## src/rtl/cdc_pkg.sv

```systemverilog
// Shared clock-domain-crossing helpers for the async FIFO.
// Gray encode, pointer width helper and output-slot state type.
package cdc_pkg;

    localparam int SYNC_STAGES_MIN = 2;
    localparam int PTR_W_MAX       = 32;

    typedef logic [PTR_W_MAX-1:0] ptr_max_t;

    typedef enum logic {
        SLOT_EMPTY = 1'b0,
        SLOT_VALID = 1'b1
    } slot_state_e;

    // Pointer width: address bits plus one wrap bit.
    function automatic int ptr_width(input int addr_width);
        return addr_width + 1;
    endfunction

    // Narrower pointers zero-extend into this, so the low bits stay exact.
    function automatic ptr_max_t bin2gray(input ptr_max_t bin);
        return bin ^ (bin >> 1);
    endfunction

endpackage

```

## src/rtl/async_fifo_rd_ctrl_gray2bin.sv

```systemverilog
// Gray to binary decoder.
// Each binary bit is the XOR of all Gray bits at or above it.
module gray2bin #(
    parameter int DATA_WIDTH = 4
) (
    input  logic [DATA_WIDTH-1:0] gray_i,
    output logic [DATA_WIDTH-1:0] bin_o
);

    for (genvar i = 0; i < DATA_WIDTH; i++) begin : g_bit
        assign bin_o[i] = ^gray_i[DATA_WIDTH-1:i];
    end

endmodule

```

## src/rtl/async_fifo_rd_ctrl.sv

```systemverilog
// Async FIFO read-domain controller.
// Owns the read pointer, syncs the write pointer, runs a FWFT output slot.
module async_fifo_rd_ctrl
    import cdc_pkg::*;
#(
    parameter int ADDR_WIDTH  = 3,
    parameter int DATA_WIDTH  = 8,
    parameter int SYNC_STAGES = 2
) (
    input  logic                  clk_i,
    input  logic                  rst_ni,
    input  logic [ADDR_WIDTH:0]   wptr_gray_i,
    output logic [ADDR_WIDTH:0]   rptr_gray_o,
    output logic                  mem_rd_en_o,
    output logic [ADDR_WIDTH-1:0] mem_rd_addr_o,
    input  logic [DATA_WIDTH-1:0] mem_rdata_i,
    output logic                  rd_valid_o,
    input  logic                  rd_ready_i,
    output logic [DATA_WIDTH-1:0] rd_data_o,
    output logic                  empty_o,
    output logic [ADDR_WIDTH:0]   rd_level_o
);

    localparam int PW     = ptr_width(ADDR_WIDTH);
    localparam int STAGES = (SYNC_STAGES < SYNC_STAGES_MIN) ?
                            SYNC_STAGES_MIN : SYNC_STAGES;

    typedef logic [ptr_width(ADDR_WIDTH)-1:0] ptr_t;

    ptr_t        sync_q [STAGES];
    ptr_t        wsync_gray;
    ptr_t        wsync_bin;
    ptr_t        rptr_bin;
    ptr_t        rptr_bin_next;
    ptr_t        rptr_gray_q;
    ptr_t        rptr_gray_d;
    ptr_max_t    rptr_gray_wide;
    logic [PTR_W_MAX-PW-1:0] unused_gray_hi;
    slot_state_e state_q;
    slot_state_e state_d;
    logic        ram_empty;
    logic        slot_valid;
    logic        issue;

    // Flop chain bringing the write-domain Gray pointer into this clock.
    always_ff @(posedge clk_i or negedge rst_ni) begin
        if (!rst_ni) begin
            for (int i = 0; i < STAGES; i++) sync_q[i] <= '0;
        end else begin
            sync_q[0] <= wptr_gray_i;
            for (int i = 1; i < STAGES; i++) sync_q[i] <= sync_q[i-1];
        end
    end

    assign wsync_gray = sync_q[STAGES-1];

    gray2bin #(
        .DATA_WIDTH(PW)
    ) u_wsync_g2b (
        .gray_i(wsync_gray),
        .bin_o (wsync_bin)
    );

    // Gray compare over the full width, wrap bit included.
    assign ram_empty  = (rptr_gray_q == wsync_gray);
    assign slot_valid = (state_q == SLOT_VALID);
    assign issue      = !ram_empty && (!slot_valid || rd_ready_i);

    assign rptr_bin_next  = rptr_bin + {{(PW-1){1'b0}}, issue};
    assign rptr_gray_wide = bin2gray(ptr_max_t'(rptr_bin_next));
    assign rptr_gray_d    = rptr_gray_wide[PW-1:0];
    assign unused_gray_hi = rptr_gray_wide[PTR_W_MAX-1:PW];

    // Binary and Gray read pointers advance together; Gray is registered.
    always_ff @(posedge clk_i or negedge rst_ni) begin
        if (!rst_ni) begin
            rptr_bin    <= '0;
            rptr_gray_q <= '0;
        end else begin
            rptr_bin    <= rptr_bin_next;
            rptr_gray_q <= rptr_gray_d;
        end
    end

    // Output slot state register.
    always_ff @(posedge clk_i or negedge rst_ni) begin
        if (!rst_ni) state_q <= SLOT_EMPTY;
        else         state_q <= state_d;
    end

    // Slot fills on issue, refills without a bubble, drains on ready.
    always_comb begin
        state_d = state_q;
        unique case (state_q)
            SLOT_EMPTY: if (issue) state_d = SLOT_VALID;
            SLOT_VALID: if (rd_ready_i && !issue) state_d = SLOT_EMPTY;
            default:    state_d = SLOT_EMPTY;
        endcase
    end

    assign rptr_gray_o   = rptr_gray_q;
    assign mem_rd_en_o   = issue;
    assign mem_rd_addr_o = rptr_bin[ADDR_WIDTH-1:0];
    assign rd_valid_o    = slot_valid;
    assign rd_data_o     = mem_rdata_i;
    assign empty_o       = ram_empty && !slot_valid;
    assign rd_level_o    = wsync_bin - rptr_bin + {{(PW-1){1'b0}}, slot_valid};

    a_rptr_gray_step: assert property (
        @(posedge clk_i) disable iff (!rst_ni)
        $countones(rptr_gray_q ^ $past(rptr_gray_q)) <= 1
    );

    a_no_issue_empty: assert property (
        @(posedge clk_i) disable iff (!rst_ni)
        ram_empty |-> !issue
    );

    a_data_stable: assert property (
        @(posedge clk_i) disable iff (!rst_ni)
        (slot_valid && !rd_ready_i) |=> $stable(rd_data_o)
    );

endmodule

```

## config.mk

```make
export PLATFORM = sky130hd
export DESIGN_NAME = async_fifo_rd_ctrl
export DESIGN_NICKNAME = d
export VERILOG_FILES = /design/src/rtl/cdc_pkg.sv /design/src/rtl/async_fifo_rd_ctrl_gray2bin.sv /design/src/rtl/async_fifo_rd_ctrl.sv
export SDC_FILE = /design/constraint.sdc
export NUM_CORES = 1
export LEC_CHECK = 0
export ABC_CLOCK_PERIOD_IN_PS = 6110
export BUFFER_PORTS_ARGS = -buffer_cell sky130_fd_sc_hd__buf_4
export CORE_AREA = 2 2 51 53
export CTS_BUF_LIST = sky130_fd_sc_hd__clkbuf_4 sky130_fd_sc_hd__clkbuf_8
export CTS_CLUSTER_SIZE = 12
export DETAILED_ROUTE_END_ITERATION = 6
export DIE_AREA = 0 0 53 55
export GPL_TIMING_DRIVEN = 0
export SKIP_LAST_GASP = 1
export SYNTH_ARGS = -nofsm -noshare
export SYNTH_HDL_FRONTEND = slang
export SYNTH_SLANG_ARGS = --single-unit
```

## constraint.sdc

```tcl
create_clock -name clk_i -period 6.11 [get_ports clk_i]
set_clock_uncertainty 0.1 [all_clocks]
set_input_delay 1.222 -clock clk_i [delete_from_list [all_inputs] [get_ports clk_i]]
set_output_delay 1.222 -clock clk_i [all_outputs]
set_load 0.02 [all_outputs]
```

# Word level (Yosys, flattened, before mapping)
# Index checks and enable logic that the tools add are counted.
# classes
eq_ne	1
bitwise_logic	2
add_sub_neg	3
div	0
magnitude_cmp	0
reduce_logical	10
n_mux	3
n_shift	0
mul	0
# op_table
cell	n
$add A4 B1 Y4	2
$eq A4 B4 Y1	1
$reduce_xor A4 Y1	1
$sub A4 B4 Y4	1
$xor A4 B3 Y4	1
$logic_and A1 B1 Y1	3
$logic_not A1 Y1	3
$reduce_xor A3 Y1	1
$mux W1	2
$pmux W1 S2	1
$reduce_xor A2 Y1	1
$logic_or A1 B1 Y1	1
$not A1 Y1	1
# totals
regBits	17
mem_bits_rw	0
mem_bits_ro	0
memories	0
latchBits	0
wordCells	24

# Depth between registers and ports, before layout
# Gate-level depths: netlist of the first run.
# logic_depth
word_depth	7
ltp_mapped	9
ltp_nobuf	9

# By module
# A second synthesis of the first run with hierarchy kept.
# hier_totals
cells_unflattened	68
hier_area_um2	828.3
# modules_own_cells
module	cells_per_inst	area_each_um2	instances	seq_area_each_um2
async_fifo_rd_ctrl	63	778.2	1	400.4
gray2bin	5	50.0	1	0.0

# Worst setup path before layout of the first run
# Ideal clock, no wire load.
# synth_timing
path_kind	flip-flop to output port
from	register sync_q (netlist bit wsync_gray[3])
to	output port rd_level_o[2]
required_time_ns	4.788
path_stages_with_launch	10
path_slack_ns	2.602
t_arrival_ns	2.186
path_buffers	0
path_cell_list	dfrtp_1 > xor2_1 > xor2_1 > xnor2_1 > ha_1 > inv_1 > ha_1 > inv_1 > fa_1 > xnor2_1
# synth_via
elab_chain_cells	3
word_cells_on_any_way	5
classes_between	add/sub: 2; reduce/logical: 3
# synth_rtl
element	line	text
start, declared	async_fifo_rd_ctrl.sv:30	ptr_t sync_q [STAGES];
$reduce_xor A4 Y1 (tied with other cells)	async_fifo_rd_ctrl_gray2bin.sv:11	assign bin_o[i] = ^gray_i[DATA_WIDTH-1:i];
$sub A4 B4 Y4 (*)	async_fifo_rd_ctrl.sv:107	assign rd_level_o = wsync_bin - rptr_bin + {{(PW-1){1'b0}}, slot_valid};
$add A4 B1 Y4 (*)	async_fifo_rd_ctrl.sv:107	
end, declared	async_fifo_rd_ctrl.sv:21	output logic [ADDR_WIDTH:0] rd_level_o
# Mark *: on every way between the ends. The rest lies on a longest branch, timed or not.

# Worst setup path in the final report of the first run
# Ends and elaborated chain as after synthesis.

==> out/metrics.json, run 1 <==
{
  "status": {
    "run_status": "completed"
  },
  "cts": {
    "cts_buffers": 3,
    "clock_tree.buffer_depth": 2,
    "cts-htree-levels": 1,
    "cts-resized-gates": 0,
    "clk_latency_ns": 0.28,
    "clock_tree.root_cell": "sky130_fd_sc_hd__clkbuf_4",
    "clock_tree_from_tritoncts": "built",
    "cts.reportedPaths.clkPinSlew_ns": 0.08,
    "cts_hold_repair.buffers": 0,
    "cts_setup_buffers": 0,
    "cts.sink_count": 16
  },
  "timing": {
    "relative_slew_slack": 0.701,
    "fin_setup_tns_ns": 0,
    "tightest_slew_ns": 0.444,
    "timing.final.max_slew_violations": 0,
    "layout_worst_path_cycle_share": 0.629,
    "fmax_mhz": 260,
    "total_count_of_hold_check_failures_in_the_final_report": 0,
    "setup_viol": 0,
    "finalWorstPathRequiredPeriod_ns": 3.84,
    "setup_ws_ns": 2.27,
    "rsz0062_at_grt": "no"
  },
  "synth": {
    "synth-seq-area-share": 0.498,
    "register_bit_total_from_synthesis": 16,
    "yosysTopAreaCell": "sky130_fd_sc_hd__dfrtp_1",
    "mappedNetlistArea_um2": 803,
    "syn_avg_cell_area_um2": 12.0,
    "yosys-top-cells-area": "sky130_fd_sc_hd__dfrtp_1, sky130_fd_sc_hd__ha_1, sky130_fd_sc_hd__xor2_1, sky130_fd_sc_hd__xnor2_1, sky130_fd_sc_hd__buf_4",
    "synthDistinctLibCells": 14,
    "synthDominantCellAreaShare": 0.498,
    "post_syn_nets": 91,
    "postSynthCellCount": 67,
    "synth_warnings": 0
  },
  "route": {
    "detailedRoute.firstPassIterationCount": 2,
    "routed_wire_length_per_instance_um": 10.1,
    "vias_per_cell": 4.12,
    "initialDrtViolationCount": 5,
    "drt_wl_total_mm": 1.31,
    "antenna_left": 0,
    "post-route-drc-count": 0,
    "overall_via_count_from_detail_route": 531
  },
  "hold_path": {
    "worstHoldPathCells": 0,
    "worst_hold_path_type": "reg -> reg",
    "min_delay_worst_endpoint": "wsync_gray[1]",
    "hold_sp": "sync_q[5]"
  },
  "global_route": {
    "gr-usage-all-layers": 0.0966,
    "globalRouteOverflowTotal": 0,
    "initial_antenna_violation_count": 0,
    "grt_max_degree": 17,
    "grt_pass1_vias": 503,
    "grt_first_pass_wirelength_mm": 2.00
  },
  "critical_path": {
    "critPathBufInv": 3,
    "library_cell_contributing_the_largest_single_delay_on_the_critical_path": "sky130_fd_sc_hd__dfrtp_1",
    "endpoint_kind": "output pin",
    "crit_chain": "xor2_1 > xor2_1 > xnor2_1 > ha_1 > inv_1 > ha_1 > inv_1 > fa_1 > xnor2_1 > buf_4",
    "timing.critical_path.required_ns": 4.79,
    "rr_startpoint": "rptr_bin[3]",
    "rr_endpoint": "rptr_gray_o[1]",
    "timing.critical_path.max_delay_family": "XOR/XNOR gates",
    "worstPathMaxFanout": 2,
    "worst_reg2reg_setup_slack_ns": 3.97,
    "reg2regPathDepth": 6,
    "timing.critical_path.slowest_cell_delay_ns": 0.41,
    "worstPathArrival_ns": 2.52,
    "start_kind": "flip-flop",
    "critical_path_class": "reg -> out"
  },
  "power": {
    "p_int_uw": 355,
    "power.clock.fraction": 0.106,
    "pwr_density_cell_mw_per_mm2": 576,
    "power_frac_seq": 0.270,
    "ir_worst_vdd_mv": 0.266,
    "comb_power_share": 0.624,
    "swShare": 0.434,
    "net-switching-power_uw": 272,
    "static-leakage-power_nw": 0.568
  },
  "cells_and_area": {
    "area_growth_syn_to_layout_pct": 35.4,
    "drive_gt1_frac": 0.404,
    "seqCellArea_um2": 400,
    "fillers": 245,
    "multi_input_comb_area_um2": 309,
    "design_area_mm2": 0.00109,
    "num-nets-final": 124,
    "diodes": 0
  },
  "placement": {
    "pre_cts_slack_ns": 2.54,
    "dp_hpwl_mm": 1.09,
    "gp_congestion": 0.652,
    "buffer_ports.inserted": 28,
    "dpl_cell_area_mm2": 0.00105
  },
  "floorplanning": {
    "std_cell_rows": 18,
    "fp.dieArea_mm2": 0.00292,
    "die_h_um": 55,
    "ios": 37,
    "start_util": 0.340,
    "die_w_um": 53,
    "placeableCoreArea_mm2": 0.00236
  },
  "job": {
    "drv_cap": 0
  }
}
[area by class of cell]
class | instances | share of cell area
Buffer | 8 | 0.0552
Timing Repair Buffer | 28 | 0.193
Multi-Input combinational cell | 34 | 0.284
Tap cell | 30 | 0.0345
Inverter | 9 | 0.0311
Sequential cell | 16 | 0.368
Clock buffer | 4 | 0.0334
[synth_stat cells (all sizes together)]
cell	count
nor4	1
a21oi	3
o21ai	1
buf	8
fa	1
xnor2	7
ha	8
dfrtp	16
a21o	1
nand3	1
inv	9
and2	1
nand2	1
xor2	9
[logic make-up after synthesis]
family | after synthesis | share of synthesized area
compound gates | 5 | 0.0343
xor+xnor | 16 | 0.174
simple gates | 4 | 0.0265
fa+ha+maj | 9 | 0.150
flops | 16 | 0.498
buf+inv | 17 | 0.117
[registers in the layout, summed over array words and instances, names as in the netlist]
register,cells
rd_valid_o,1
rptr_bin,4
rptr_gray_o,3
sync_q,4
wsync_gray,4
[placed cells by master (no fill, tap or decap)]
cell type	n
sky130_fd_sc_hd__buf_4	36
sky130_fd_sc_hd__nand2_1	1
sky130_fd_sc_hd__a21o_1	1
sky130_fd_sc_hd__fa_1	1
sky130_fd_sc_hd__clkbuf_4	3
sky130_fd_sc_hd__o21ai_0	1
sky130_fd_sc_hd__nor4_1	1
sky130_fd_sc_hd__and2_1	1
sky130_fd_sc_hd__xor2_1	9
sky130_fd_sc_hd__inv_1	9
sky130_fd_sc_hd__clkbuf_8	1
sky130_fd_sc_hd__dfrtp_1	16
sky130_fd_sc_hd__nand3_1	1
sky130_fd_sc_hd__a21oi_1	3
sky130_fd_sc_hd__xnor2_1	7
sky130_fd_sc_hd__ha_1	8
[worst register-to-register path: cells and delay by family (launching register included)]
family,cells,cell delay [ns]
xor gates and xnor gates,3,0.65
adders and majority gates,1,0.24
DFF,1,0.45
and+or+nand+nor,1,0.46
AOI/OAI and AO/OA,1,0.16
[stage by stage]
stage	power [mW]	hold WS [ns]	cells	util
global placement	0.562	0.234	125	0.444
floorplan	0.421	0.231	67	-
CTS	0.641	0.255	129	0.460
finish	0.627	0.253	129	0.460
global route	0.682	0.262	129	0.460
detailed placement	0.572	0.235	125	0.444
[power by group through the flow]
| stage | Combinational [mW] | Sequential, mW | Clock, mW |
|---|---|---|---|
| after floorplan | 0.226 | 0.195 | 0 |
| after detailed placement | 0.400 | 0.172 | 0 |
| after global placement | 0.391 | 0.170 | 0 |
| after global routing | 0.433 | 0.175 | 0.0740 |
| final | 0.391 | 0.169 | 0.0667 |
| after CTS | 0.402 | 0.170 | 0.0692 |
[layer usage]
metal | global-route usage | wire length, um | vias up
met4 | 0.0769 | 29 | 0
met5 | 0 | 0 | -
met1 | 0.101 | 494 | 239
met2 | 0.179 | 688 | 22
met3 | 0.00806 | 95 | 4
li1 | - | - | 266
[worst max-delay path by stage]
| stage | startpoint | endpoint | slack (ns) | cells past startpoint |
|---|---|---|---|---|
| floorplan | wsync_gray[3] | rd_level_o[2] | 2.60 | 9 |
| global placement | wsync_gray[3] | rd_level_o[2] | 2.56 | 10 |
| detailed placement | wsync_gray[3] | rd_level_o[2] | 2.54 | 10 |
| CTS | wsync_gray[3] | rd_level_o[2] | 2.22 | 10 |
| global route | wsync_gray[3] | rd_level_o[3] | 2.07 | 10 |
| finish | wsync_gray[3] | rd_level_o[2] | 2.27 | 10 |
No activity file was read; power rests on OpenSTA's default activity.
==> inputs of run 2 (changes only) <==
--- a/config.mk
+++ b/config.mk
@@ -5,7 +5,7 @@
 export SDC_FILE = /design/constraint.sdc
 export NUM_CORES = 1
 export LEC_CHECK = 0
-export ABC_CLOCK_PERIOD_IN_PS = 6110
+export ABC_CLOCK_PERIOD_IN_PS = 3100
 export BUFFER_PORTS_ARGS = -buffer_cell sky130_fd_sc_hd__buf_4
 export CORE_AREA = 2 2 51 53
 export CTS_BUF_LIST = sky130_fd_sc_hd__clkbuf_4 sky130_fd_sc_hd__clkbuf_8
==> constraint.sdc (replaced) <==
create_clock -name clk_i -period 3.1 [get_ports clk_i]
set_clock_uncertainty 0.1 [all_clocks]
set_input_delay 0.62 -clock clk_i [delete_from_list [all_inputs] [get_ports clk_i]]
set_output_delay 0.62 -clock clk_i [all_outputs]
set_load 0.02 [all_outputs]
==> run 2 against run 1 <==
The flow now finishes with violations (setup timing). Sequential cell count is the same. Register-to-register slack lost 3.1 ns. Sequential power rose by 99%. Critical path type unchanged. Critical endpoint is now rd_level_o[1]. Largest power group unchanged. Highest routed layer unchanged.
==> out/metrics.json, run 2 (same netlist as run 1, synthesis figures left out) <==
{
  "critical_path": {
    "worstPathMaxFanout": {"value": 2, "change": "unchanged"},
    "crit_chain": "xor2_2 > xor2_2 > xnor2_1 > ha_2 > inv_2 > ha_4 > inv_2 > fa_2 > inv_2 > buf_6",
    "worst_path_most_repeated_cell": "sky130_fd_sc_hd__inv_2",
    "endpoint_kind": "output pin",
    "library_cell_contributing_the_largest_single_delay_on_the_critical_path": "sky130_fd_sc_hd__fa_2",
    "start_kind": "flip-flop",
    "critical_path_class": "reg -> out",
    "timing.critical_path.required": {"value": 2.38, "unit": "ns", "change": "-2.41 ns"},
    "critPathBufInv": {"value": 4, "change": "+1"},
    "timing.critical_path.max_delay_family": "adder cells",
    "timing.critical_path.slowest_cell_delay": {"value": 0.52, "unit": "ns", "change": "+0.11 ns"},
    "worstPathArrival": {"value": 2.47, "unit": "ns", "change": "-0.05 ns"}
  },
  "status": {
    "violations": "setup timing",
    "run_status": "finished, violations left"
  },
  "power": {
    "ir_worst_vdd": {"value": 0.586, "unit": "mV", "change": "+120%"},
    "pwr_density_cell": {"value": 1140, "unit": "mW/mm2", "change": "+98%"},
    "power_frac_seq": {"value": 0.250, "change": "-0.020"},
    "static-leakage-power": {"value": 0.593, "unit": "nW", "change": "+4.3%"},
    "net-switching-power": {"value": 579, "unit": "uW", "change": "+110%"},
    "swShare": {"value": 0.431, "change": "-0.00378"},
    "p_int": {"value": 766, "unit": "uW", "change": "+120%"},
    "post_route_total_power": {"value": 1.34, "unit": "mW", "change": "+110%"},
    "power.clock.fraction": {"value": 0.098, "change": "-0.008"},
    "comb_power_share": {"value": 0.653, "change": "+0.029"}
  },
  "timing": {
    "timing.final.max_slew_violations": {"value": 0, "change": "unchanged"},
    "fmax_mhz": 314,
    "layout_worst_path_cycle_share": 1.03,
    "relative_slew_slack": {"value": 0.702, "change": "about the same"},
    "rsz0062_at_grt": "yes",
    "finalWorstPathRequiredPeriod_ns": 3.19,
    "setup_ws": {"value": -0.0865, "unit": "ns", "change": "-2.35 ns"},
    "total_count_of_hold_check_failures_in_the_final_report": {"value": 0, "change": "unchanged"},
    "fin_setup_tns": {"value": -0.133, "unit": "ns", "change": "-0.133 ns"},
    "tightest_slew": {"value": 0.443, "unit": "ns", "change": "-0.000596 ns"},
    "setup_viol": {"value": 2, "change": "+2"},
    "final.hold.worst_slack": {"value": 0.0765, "unit": "ns", "change": "-0.176 ns"}
  },
  "global_route": {
    "gr-usage-all-layers": {"value": 0.104, "change": "+0.00704"},
    "grt_max_degree": {"value": 17, "change": "unchanged"},
    "grt_first_pass_wirelength": {"value": 2.15, "unit": "mm", "change": "+7.2%"},
    "globalRouteOverflowTotal": {"value": 0, "change": "unchanged"},
    "grt_pass1_vias": {"value": 542, "change": "+7.8%"},
    "initial_antenna_violation_count": {"value": 0, "change": "unchanged"}
  },
  "cells_and_area": {
    "drive_gt1_frac": {"value": 0.538, "change": "+0.134"},
    "diodes": {"value": 0, "change": "unchanged"},
    "num-nets-final": {"value": 129, "change": "+4.0%"},
    "final_cell_mix": "sky130_fd_sc_hd__buf_4, sky130_fd_sc_hd__dfrtp_1, sky130_fd_sc_hd__xnor2_1, sky130_fd_sc_hd__xor2_1",
    "area_growth_syn_to_layout_pct": 46.6,
    "finish.cell_count_without_fillers": {"value": 134, "change": "+3.9%"},
    "mostFrequentLayoutCell": "sky130_fd_sc_hd__buf_4"
  },
  "floorplanning": {
    "ios": {"value": 37, "change": "unchanged"},
    "placeableCoreArea": {"value": 0.00236, "unit": "mm2", "change": "unchanged"},
    "start_util": {"value": 0.340, "change": "unchanged"},
    "die_h": {"value": 55, "unit": "um", "change": "unchanged"},
    "std_cell_rows": {"value": 18, "change": "unchanged"},
    "fp.dieArea": {"value": 0.00292, "unit": "mm2", "change": "unchanged"},
    "die_w": {"value": 53, "unit": "um", "change": "unchanged"}
  },
  "job": {
    "drv_cap": {"value": 0, "change": "unchanged"}
  },
  "route": {
    "post-route-drc-count": {"value": 0, "change": "unchanged"},
    "overall_via_count_from_detail_route": {"value": 560, "change": "+5.5%"},
    "drt_wl_total": {"value": 1.42, "unit": "mm", "change": "+8.3%"},
    "antenna_left": {"value": 0, "change": "unchanged"},
    "routed_wire_length_per_instance": {"value": 10.6, "unit": "um", "change": "+4.2%"},
    "detailedRoute.firstPassIterationCount": {"value": 2, "change": "unchanged"},
    "vias_per_cell": {"value": 4.18, "change": "+1.5%"},
    "initialDrtViolationCount": {"value": 4, "change": "-1"}
  },
  "placement": {
    "pre_cts_slack": {"value": 0.133, "unit": "ns", "change": "-2.41 ns"},
    "placed_cells": {"value": 125, "change": "unchanged"},
    "dp_hpwl": {"value": 1.09, "unit": "mm", "change": "unchanged"},
    "gp_congestion": {"value": 0.652, "change": "unchanged"},
    "buffer_ports.inserted": {"value": 28, "change": "unchanged"}
  },
  "cts": {
    "cts_buffers": {"value": 3, "change": "unchanged"},
    "cts.reportedPaths.clkPinSlew": {"value": 0.09, "unit": "ns", "change": "about the same"},
    "cts-htree-levels": {"value": 1, "change": "unchanged"},
    "cts.sink_count": {"value": 16, "change": "unchanged"},
    "clk_latency": {"value": 0.28, "unit": "ns", "change": "about the same"},
    "clock_tree.buffer_depth": {"value": 2, "change": "unchanged"},
    "clock_tree.root_cell": "sky130_fd_sc_hd__clkbuf_4",
    "clock_tree_from_tritoncts": "built"
  },
  "hold_path": {
    "worst_hold_path_type": "in -> async"
  }
}
## run 2: changes by cell type in the layout (fill, tap and decap cells not counted)
cell,change
sky130_fd_sc_hd__buf_6,+1
sky130_fd_sc_hd__buf_4,+4
sky130_fd_sc_hd__xor2_1,-2
sky130_fd_sc_hd__inv_2,+4
sky130_fd_sc_hd__inv_1,-4
sky130_fd_sc_hd__a21oi_2,+1
sky130_fd_sc_hd__ha_4,+2
sky130_fd_sc_hd__fa_1,-1
sky130_fd_sc_hd__fa_2,+1
sky130_fd_sc_hd__a21oi_1,-1
sky130_fd_sc_hd__xor2_2,+2
sky130_fd_sc_hd__ha_1,-3
sky130_fd_sc_hd__ha_2,+1
## run 2: power groups by stage
stage,clock network (mW),logic [mW],registers (mW)
floorplan,0,0.446,0.385
global placement,0,0.771,0.336
detailed placement,0,0.789,0.339
CTS,0.136,0.864,0.336
global route,0.146,0.963,0.346
finish,0.131,0.878,0.336
## run 2: path summary, 6_finish.rpt
path	startpoint	slack [ns]	cells past startpoint	endpoint
min reg2reg	sync_q[5]	0.25	0	wsync_gray[1]
max reg2reg	wsync_gray[3]	0.87	7	rptr_gray_o[1]
max	wsync_gray[3]	-0.09	10	rd_level_o[1]
max in group asynchronous	rst_ni	2.65	1	rptr_bin[2]
min	rst_ni	0.08	1	rptr_bin[3]
min in group clk_i	sync_q[5]	0.25	0	wsync_gray[1]
## run 2: metrics by stage
stage          instance area [um2]  utilization
3_3_place_gp                  1050        0.444
6_report                      1180        0.498
4_1_cts                       1140        0.483
5_1_grt                       1180        0.498
2_1_floorplan                  803            -
3_5_place_dp                  1050        0.444
## run 2: timing repair
action                                  CTS  global route
hold buffers                              0             0
gates cloned                              0             0
resized for setup                        10             3
pin swaps                                 6             9
endpoints found under the setup margin    3             3
setup buffers                             3             2
## run 2: metal layers
metal	GRT usage	vias up	part of all wire
li1	-	274	-
met5	0	-	0
met4	0.0769	0	0.020
met1	0.104	260	0.36
met3	0.00806	4	0.066
met2	0.200	22	0.55
## run 2: area by class of cell
type / count / area (um2)
multi-input cells: 34 / 358
plain buffers: 8 / 60.1
clock buffers: 4 / 36.3
fillers: 234 / 1190
flip-flops and latches: 16 / 400
repair buffers: 33 / 251
well taps: 30 / 37.5
inverters: 9 / 33.8
